$ cat config.mk
export PLATFORM = sky130hd
export DESIGN_NAME = uart_word_rx_fsm
export DESIGN_NICKNAME = d
export VERILOG_FILES = /design/src/rtl/uart_word_rx_fsm_pkg.sv /design/src/rtl/uart_word_rx_fsm_timeout_cnt.sv /design/src/rtl/uart_word_rx_fsm.sv
export SDC_FILE = /design/constraint.sdc
export NUM_CORES = 1
export LEC_CHECK = 0
export BUFFER_PORTS_ARGS = -buffer_cell sky130_fd_sc_hd__buf_2
export CAP_MARGIN = 10
export CELL_PAD_IN_SITES_DETAIL_PLACEMENT = 1
export CELL_PAD_IN_SITES_GLOBAL_PLACEMENT = 1
export CORE_ASPECT_RATIO = 1.1
export CORE_MARGIN = 2
export CORE_UTILIZATION = 35
export DETAILED_ROUTE_END_ITERATION = 8
export PLACE_DENSITY_LB_ADDON = 0.15
export SLEW_MARGIN = 25
export SYNTH_ARGS = -nofsm -noshare
export SYNTH_HDL_FRONTEND = slang
export SYNTH_HIERARCHICAL = 1
export SYNTH_SLANG_ARGS = --single-unit
$ cat constraint.sdc
create_clock -name clk -period 5 [get_ports clk]
set_input_delay 1 -clock clk [delete_from_list [all_inputs] [get_ports clk]]
set_output_delay 1 -clock clk [all_outputs]
set_load 0.03 [all_outputs]
$ cat src/rtl/uart_word_rx_fsm_pkg.sv
// ============================================================================
// Module  : uart_word_rx_fsm_pkg
// Brief   : Shared types and constants for the UART word receiver.
// Revision: 1.0 - initial release
// ============================================================================
`default_nettype none

package uart_word_rx_fsm_pkg;

   typedef enum logic [1:0] {
      IDLE_R = 2'd0,
      RECV_R = 2'd1,
      DONE_R = 2'd2
   } word_rx_state_t;

   localparam int UART_BYTE_W = 8;

endpackage

`default_nettype wire

$ cat src/rtl/uart_word_rx_fsm_timeout_cnt.sv
// ============================================================================
// Module  : uart_rx_timeout_cnt
// Brief   : Clear/enable up-counter with a terminal-count flag.
// Revision: 1.0 - initial release
// ============================================================================
`default_nettype none

module uart_rx_timeout_cnt #(
   parameter int WIDTH    = 17,
   parameter int TERMINAL = 99999
) (
   input  logic clk,
   input  logic rst,
   input  logic clr,
   input  logic en,
   output logic tc
);

   logic [WIDTH-1:0] r_count;

   always_ff @(posedge clk) begin
      if (rst || clr) begin
         r_count <= '0;
      end else if (en) begin
         r_count <= r_count + WIDTH'(1);
      end
   end

   assign tc = (r_count == WIDTH'(TERMINAL));

endmodule

`default_nettype wire

$ cat src/rtl/uart_word_rx_fsm.sv
// ============================================================================
// Module  : uart_word_rx_fsm
// Brief   : Assembles consecutive UART bytes into words with a valid/ready
//           output buffer, discarding partial words on timeout/framing error.
// Revision: 1.0 - initial release
// ============================================================================
`default_nettype none

module uart_word_rx_fsm
   import uart_word_rx_fsm_pkg::*;
#(
   parameter int BYTES_PER_WORD = 4,
   parameter int TIMEOUT_CYCLES = 100000,
   parameter int MSB_FIRST      = 0
) (
   input  logic                                    clk,
   input  logic                                    rst,
   input  logic                                    rx_byte_valid,
   input  logic [7:0]                              rx_byte,
   input  logic                                    rx_frame_err,
   input  logic                                    word_ready,
   output logic [8*BYTES_PER_WORD-1:0]             word_data,
   output logic                                    word_valid,
   output logic [$clog2(BYTES_PER_WORD+1)-1:0]     byte_count,
   output logic                                    timeout_err,
   output logic                                    overrun_err,
   output logic                                    frame_err,
   output logic [1:0]                              state_out
);

   localparam int c_BC_W   = $clog2(BYTES_PER_WORD + 1);
   localparam int c_WORD_W = UART_BYTE_W * BYTES_PER_WORD;
   localparam int c_TMR_W  = (TIMEOUT_CYCLES > 2) ? $clog2(TIMEOUT_CYCLES) : 1;
   localparam logic [c_BC_W-1:0] c_LAST_IDX = c_BC_W'(BYTES_PER_WORD - 1);

   word_rx_state_t            r_state, w_state_next;
   logic [c_BC_W-1:0]         r_byte_count, w_byte_count_next;
   logic [c_WORD_W-1:0]       r_asm, w_asm_next;
   logic [c_WORD_W-1:0]       r_word_data;
   logic                      r_word_valid;
   logic                      r_timeout_err, r_overrun_err, r_frame_err;
   logic                      w_store, w_first, w_timeout, w_transfer;
   logic                      w_tmr_clr, w_tmr_en, w_tmr_tc;
   logic [c_BC_W-1:0]         w_wr_idx;
   logic [BYTES_PER_WORD-1:0] w_slot_hit;

   // Logical byte index being written; zero whenever a new word starts.
   assign w_wr_idx = (r_state == RECV_R) ? r_byte_count : '0;

   // Map each physical byte lane to the logical slot that lands in it.
   for (genvar k = 0; k < BYTES_PER_WORD; k++) begin : g_slot
      localparam int c_POS = (MSB_FIRST != 0) ? (BYTES_PER_WORD - 1 - k) : k;
      assign w_slot_hit[k] = (w_wr_idx == c_BC_W'(c_POS));
   end

   always_comb begin
      w_state_next      = r_state;
      w_byte_count_next = r_byte_count;
      w_asm_next        = r_asm;
      w_store           = 1'b0;
      w_first           = 1'b0;
      w_timeout         = 1'b0;
      w_transfer        = (r_state == DONE_R);

      if (rx_frame_err) begin
         w_state_next      = IDLE_R;
         w_byte_count_next = '0;
      end else begin
         case (r_state)
            IDLE_R, DONE_R: begin
               w_state_next = IDLE_R;
               if (rx_byte_valid) begin
                  w_store           = 1'b1;
                  w_first           = 1'b1;
                  w_byte_count_next = c_BC_W'(1);
                  w_state_next      = RECV_R;
               end
            end
            RECV_R: begin
               if (rx_byte_valid) begin
                  w_store = 1'b1;
                  if (r_byte_count == c_LAST_IDX) begin
                     w_state_next      = DONE_R;
                     w_byte_count_next = '0;
                  end else begin
                     w_byte_count_next = r_byte_count + c_BC_W'(1);
                  end
               end else if (w_tmr_tc) begin
                  w_timeout         = 1'b1;
                  w_byte_count_next = '0;
                  w_state_next      = IDLE_R;
               end
            end
            default: begin
               w_state_next      = IDLE_R;
               w_byte_count_next = '0;
            end
         endcase
      end

      // A new word clears the lanes so no bytes of an older word survive.
      for (int k = 0; k < BYTES_PER_WORD; k++) begin
         if (w_store && w_slot_hit[k]) begin
            w_asm_next[k*UART_BYTE_W +: UART_BYTE_W] = rx_byte;
         end else if (w_first) begin
            w_asm_next[k*UART_BYTE_W +: UART_BYTE_W] = '0;
         end
      end
   end

   assign w_tmr_en  = (r_state == RECV_R);
   assign w_tmr_clr = rx_byte_valid | rx_frame_err | (r_state != RECV_R) | w_timeout;

   uart_rx_timeout_cnt #(
      .WIDTH    (c_TMR_W),
      .TERMINAL (TIMEOUT_CYCLES - 1)
   ) u_timeout_cnt (
      .clk (clk),
      .rst (rst),
      .clr (w_tmr_clr),
      .en  (w_tmr_en),
      .tc  (w_tmr_tc)
   );

   always_ff @(posedge clk) begin
      if (rst) begin
         r_state       <= IDLE_R;
         r_byte_count  <= '0;
         r_asm         <= '0;
         r_timeout_err <= 1'b0;
         r_frame_err   <= 1'b0;
      end else begin
         r_state       <= w_state_next;
         r_byte_count  <= w_byte_count_next;
         r_asm         <= w_asm_next;
         r_timeout_err <= w_timeout;
         r_frame_err   <= rx_frame_err;
      end
   end

   // Single-entry output buffer; a full, unaccepted buffer drops the new word.
   always_ff @(posedge clk) begin
      if (rst) begin
         r_word_data   <= '0;
         r_word_valid  <= 1'b0;
         r_overrun_err <= 1'b0;
      end else begin
         r_overrun_err <= 1'b0;
         if (w_transfer) begin
            if (!r_word_valid || word_ready) begin
               r_word_data  <= r_asm;
               r_word_valid <= 1'b1;
            end else begin
               r_overrun_err <= 1'b1;
            end
         end else if (word_ready) begin
            r_word_valid <= 1'b0;
         end
      end
   end

   assign word_data   = r_word_data;
   assign word_valid  = r_word_valid;
   assign byte_count  = r_byte_count;
   assign timeout_err = r_timeout_err;
   assign overrun_err = r_overrun_err;
   assign frame_err   = r_frame_err;
   assign state_out   = r_state;

endmodule

`default_nettype wire

==> results.json, run 1 <==
{
  "vias_per_cell": 5.54,
  "drc_errors": 0,
  "route.detailed.wl_per_inst_um": 17.1,
  "synth_cell_types": 50,
  "cp_max_fo": 9,
  "syn2layout_area_growth_pct": 14.3,
  "syn_nets": 459,
  "power_density_nw_per_um2": 323,
  "cp_slowest_cell": "nor4_1",
  "cp_num_buf_inv": 0,
  "netlist_top_cells_area": "dfxtp_1 45%, a21oi_1 7.8%, nand3_1 6.5%",
  "grtUsageMet2": 0.290,
  "via_count": 3453,
  "crit_required_ns": 5.21,
  "netlist_instances": 444,
  "drive_gt1_frac": 0.204,
  "cts_made_buffers": 9,
  "fin_setup_tns_ns": 0,
  "synth_seq_cells": 90,
  "cts_tree": "done",
  "cp-startpoint": "u_timeout_cnt/r_count[0]",
  "cts_sinks": 90,
  "worst_skew_pair.late_latency_ns": 0.35,
  "avgSynthCellArea_um2": 9.01,
  "antenna_found_initial": 0,
  "tightestPinTransition_ns": 0.995,
  "cp-end-kind": "register",
  "synth-edff-count": 0,
  "place_ws_ns": 2.35,
  "grt_most_used_layer": "met2",
  "ys_seq_area_frac": 0.450,
  "die_x_um": 106,
  "wl_mm": 10.7,
  "p_leak_nw": 1.55,
  "io_pins": 54,
  "status": "completed",
  "peakVddDrop_uv": 154,
  "layout_setup_ws_ns": 2.42,
  "dp_hpwl_mm": 7.19,
  "dieHeight_um": 116,
  "hp-start": "r_asm[17]",
  "overflow": 0,
  "cts_setup_buffers": 0,
  "nets": 486,
  "synth.top_cell.area_share": 0.450,
  "crit_chain": "ha_1 -> nor4bb_1 -> nand3b_1 -> nor4_1 -> or4_1 -> nor2_1 -> nand2_1 -> mux2i_1",
  "clk_pin_slew_worst_paths_ns": 0.07,
  "yosys-top-cells-count": "90 x dfxtp_1, 62 x a21oi_1, 52 x nand3_1, 34 x o21ai_0, 20 x nand2b_1",
  "grt_pass1_vias": 3421,
  "initialDrtViolationCount": 121,
  "cpPeakStageDelay_ns": 0.60,
  "synth_ff_type": "dfxtp_1",
  "r2r_slack_ns": 2.42,
  "track_usage": 0.183,
  "drv_slew": 0,
  "fin_crit_ns": 2.58,
  "use_met1": 0.250,
  "synth_most_common_cell": "dfxtp_1",
  "initial_core_util": 0.363,
  "num_rows": 40,
  "syn_area_um2": 4000,
  "clockBufferDepth": 2,
  "post_cts_resized": 0,
  "critPathKind": "reg2reg",
  "fin_worst_skew_ns": 0.00876,
  "coreArea_um2": 11000,
  "path_delay_family": "simple AND/OR/NAND/NOR gates",
  "yosysWarnings": 6,
  "rr_startpoint": "u_timeout_cnt/r_count[0]",
  "root_buffer": "clkbuf_16",
  "hold_viol": 0,
  "postCtsHoldBufs": 0,
  "yosys.area.top_type": "dfxtp_1",
  "diodes": 0,
  "fmax_ghz": 0.388,
  "ys_async_sr_fraction": 0,
  "drv_cap": 0,
  "met3_usage": 0.0268,
  "rsz0062_at_grt": "no",
  "cts_max_level": 3,
  "place_congestion": 0.810,
  "grt_max_degree": 51,
  "grt_pass1_wl_mm": 18.0,
  "max_slew_margin": 0.337,
  "die_area_um2": 12300,
  "port_buffers": 53,
  "arrival_ns": 2.79,
  "post-route-period-util": 0.516,
  "postRouteAntennaNets": 0,
  "startpoint_type": "register",
  "hp-class": "reg2reg",
  "power_w": 0.00148,
  "drt_pass1_iterations": 4,
  "setup_violations": 0
}
-- power breakdown --
part           total (W)  switching [W]  internal, W  leakage (nW)
registers       0.000726     0.00000495     0.000721         0.726
clock network   0.000692       0.000300     0.000392         0.146
logic          0.0000574      0.0000407    0.0000167         0.681
-- path summary, 6_finish.rpt --
check | to | cells past startpoint
setup reg to reg | u_timeout_cnt/r_count[11] | 8
hold / removal | word_data[17] | 2
hold reg to reg | word_data[17] | 2
setup / recovery | u_timeout_cnt/r_count[11] | 8
-- per-stage QoR --
step	instances	utilization	hold slack, ns	area [µm²]
2_1_floorplan	444	-	0.441	4000
3_3_place_gp	607	0.387	0.457	4270
3_5_place_dp	607	0.388	0.465	4270
4_1_cts	623	0.415	0.476	4570
5_1_grt	623	0.415	0.489	4570
6_report	623	0.415	0.464	4570
-- cells in the final DEF, fill, tap and decap left out, types with 13 or more instances in the layout --
cell | Yosys | final
nand3_1 | 52 | 52
nand2b_1 | 20 | 18
a21oi_1 | 62 | 62
dfxtp_1 | 90 | 90
o21ai_0 | 34 | 34
nand4_1 | 14 | 14
mux2i_1 | 16 | 16
nand2_1 | 13 | 13
buf_2 | 10 | 53
-- tightest hold or removal path, cell delays in order (launching register included) --
cell and delay, ns:
dfxtp_1 0.31, nand3_1 0.06, a21oi_1 0.06
-- sequential cells by signal, indices dropped and copies added (netlist names) --
| register | flops |
|---|---|
| word_data | 32 |
| overrun_err | 1 |
| byte_count | 3 |
| word_valid | 1 |
| frame_err | 1 |
| r_asm | 32 |
| timeout_err | 1 |
| state_out | 2 |
| u_timeout_cnt/r_count | 17 |
-- logic make-up after synthesis --
logic type	count (synthesis)	synth area share
xor gates and xnor gates	4	0.00876
muxes	16	0.0400
and+or+nand+nor	156	0.231
adders and majority gates	2	0.00625
DFF	90	0.450
AOI/OAI and AO/OA	132	0.207
buffers and inverters	44	0.0563
-- layer usage --
metal / part of all wire / vias to the layer above
met1: 0.49 / 1690
met3: 0.025 / 12
met2: 0.47 / 45
met5: 0 / -
met4: 0.020 / 0
li1: - / 1706
-- final cells by class --
type	count	area, µm²
Tap cell	147	184
Sequential cell	90	1800
Timing Repair Buffer	56	288
Inverter	4	15.0
Fill cell	1293	6440
Multi-Input combinational cell	310	1980
Clock inverter	7	77.6
Clock buffer	9	225
Note: power is estimated with default switching activity, not from simulation.
==> run 2: changes to the inputs <==
Clock period 5 ns to 2.4 ns, I/O delays scaled along.
==> run 2 against run 1 <==
Sequential power rose by 110%. Cell count rose by 2.4%. Worst hold slack worse by 0.021 ns. Sequential share of layout area is 0.93 points lower. Clock power rose by 110%. Routed wire length increased by 0.90%. Combinational power rose by 130%. Clock-buffer cell count up 5. Fmax rose by 19%. Core utilization grew 1.0 points. Critical path depth unchanged. Power grew 110%.
==> results.json, run 2 (synthesis results as in run 1) <==
{
  "cts_sinks": 90,
  "overflow": 0,
  "initial_core_util": 0.363,
  "cp_num_buf_inv": 1,
  "die_area_um2": 12300,
  "postRouteAntennaNets": 0,
  "grt_pass1_vias": 3467,
  "vias_per_cell": 5.54,
  "hold_viol": 0,
  "startpoint_type": "register",
  "crit_chain": "ha_1 -> nor4bb_1 -> nand3b_1 -> nor4_2 -> buf_4 -> o21ai_0 -> and3_1 -> o21a_1",
  "place_congestion": 0.774,
  "reg2reg_depth": 8,
  "grt_max_degree": 38,
  "track_usage": 0.186,
  "drive_gt1_frac": 0.220,
  "cp_max_fo": 5,
  "cts_tree": "done",
  "path_delay_family": "simple AND/OR/NAND/NOR gates",
  "power_density_nw_per_um2": 655,
  "dieHeight_um": 116,
  "final_cell_mix": "90 x dfxtp_1, 62 x a21oi_1, 53 x buf_2",
  "arrival_ns": 2.40,
  "cp-end-kind": "register",
  "hold_path_end": "r_asm[10]",
  "clockBufferDepth": 2,
  "placed_cell_area_um2": 4380,
  "dp_hpwl_mm": 7.35,
  "fin_setup_tns_ns": 0,
  "wl_mm": 10.8,
  "drc_errors": 0,
  "cp-startpoint": "u_timeout_cnt/r_count[1]",
  "crit_required_ns": 2.63,
  "rr_startpoint": "u_timeout_cnt/r_count[1]",
  "hp-class": "in2reg",
  "initialDrtViolationCount": 187,
  "cp_slowest_cell": "dfxtp_1",
  "num_rows": 40,
  "hp-start": "rx_byte[2]",
  "worst_skew_pair.late_latency_ns": 0.34,
  "cts_made_buffers": 9,
  "clk_pin_slew_worst_paths_ns": 0.06,
  "hold_ws_ns": 0.443,
  "rsz0062_at_grt": "no",
  "critPathKind": "reg2reg",
  "fin_crit_ns": 2.17,
  "final_cell_area_um2": 4680,
  "drv_cap": 0,
  "postCtsHoldBufs": 0,
  "post_cts_resized": 0,
  "status": "completed",
  "max_slew_margin": 0.584,
  "via_count": 3534,
  "antenna_found_initial": 0,
  "peakVddDrop_uv": 245,
  "die_x_um": 106,
  "p_leak_nw": 1.62,
  "grt_pass1_wl_mm": 18.1,
  "io_pins": 54,
  "r2r_slack_ns": 0.23,
  "fmax_ghz": 0.461,
  "timing.rr.end": "byte_count[1]",
  "final_common_cell": "dfxtp_1",
  "coreArea_um2": 11000,
  "fin_worst_skew_ns": 0.00445,
  "tightestPinTransition_ns": 0.624,
  "cpPeakStageDelay_ns": 0.40,
  "root_buffer": "clkbuf_16",
  "fin_util": 0.425,
  "hold-path-cell-count": 3,
  "cts_setup_buffers": 0,
  "cts_max_level": 3,
  "drv_slew": 0,
  "diodes": 0,
  "post-route-period-util": 0.904,
  "port_buffers": 53,
  "nets": 501,
  "setup_violations": 0,
  "drt_pass1_iterations": 4,
  "route.detailed.wl_per_inst_um": 16.9,
  "syn2layout_area_growth_pct": 17.0
}
run 2: changes by cell type in the layout (fill, tap and decap cells not counted), moves of 2 or more:
cell	change
nand2b_2	-2
inv_6	-2
clkinv_4	-2
nand2b_1	+2
clkbuf_8	+2
buf_4	+15
clkbuf_1	+3
run 2: report_power, final:
part	switching, W	internal (W)	total [W]
registers	0.00000685	0.00150	0.00151
logic	0.0000906	0.0000399	0.000130
clock network	0.000565	0.000864	0.00143
run 2: cell type report:
type / count / area [µm²]
fill: 1299 / 6330
multi-input combinational: 310 / 1980
sequential: 90 / 1800
timing repair buffer: 71 / 400
clock buffer: 14 / 264
tap: 147 / 184
clock inverter: 2 / 35.0
inverter: 4 / 15.0
run 2: how the worst max path moves through the flow:
stage	endpoint	depth (start not counted)
after floorplan	u_timeout_cnt/r_count[0]	8
after global placement	byte_count[1]	8
after detailed placement	byte_count[1]	8
after CTS	byte_count[1]	8
after global routing	byte_count[1]	8
final	byte_count[1]	8
run 2: routing by layer:
metal | vias to the layer above | GRT usage | part of all wire
met5 | - | 0 | 0
met4 | 0 | 0.0737 | 0.016
met3 | 15 | 0.0257 | 0.032
met2 | 67 | 0.296 | 0.46
met1 | 1720 | 0.256 | 0.49
li1 | 1732 | - | -
run 2: through the flow:
stage | power, W | setup WS [ns] | instances
2_1_floorplan | 0.00163 | 0.185 | 444
6_report | 0.00307 | 0.231 | 638
3_5_place_dp | 0.00167 | 0.163 | 622
4_1_cts | 0.00311 | 0.150 | 638
3_3_place_gp | 0.00167 | 0.216 | 622
5_1_grt | 0.00319 | 0.0196 | 638
run 2: tightest hold or removal path: stages:
cell,delay (ns)
buf_2,0.13
nand3_1,0.07
a21oi_1,0.05
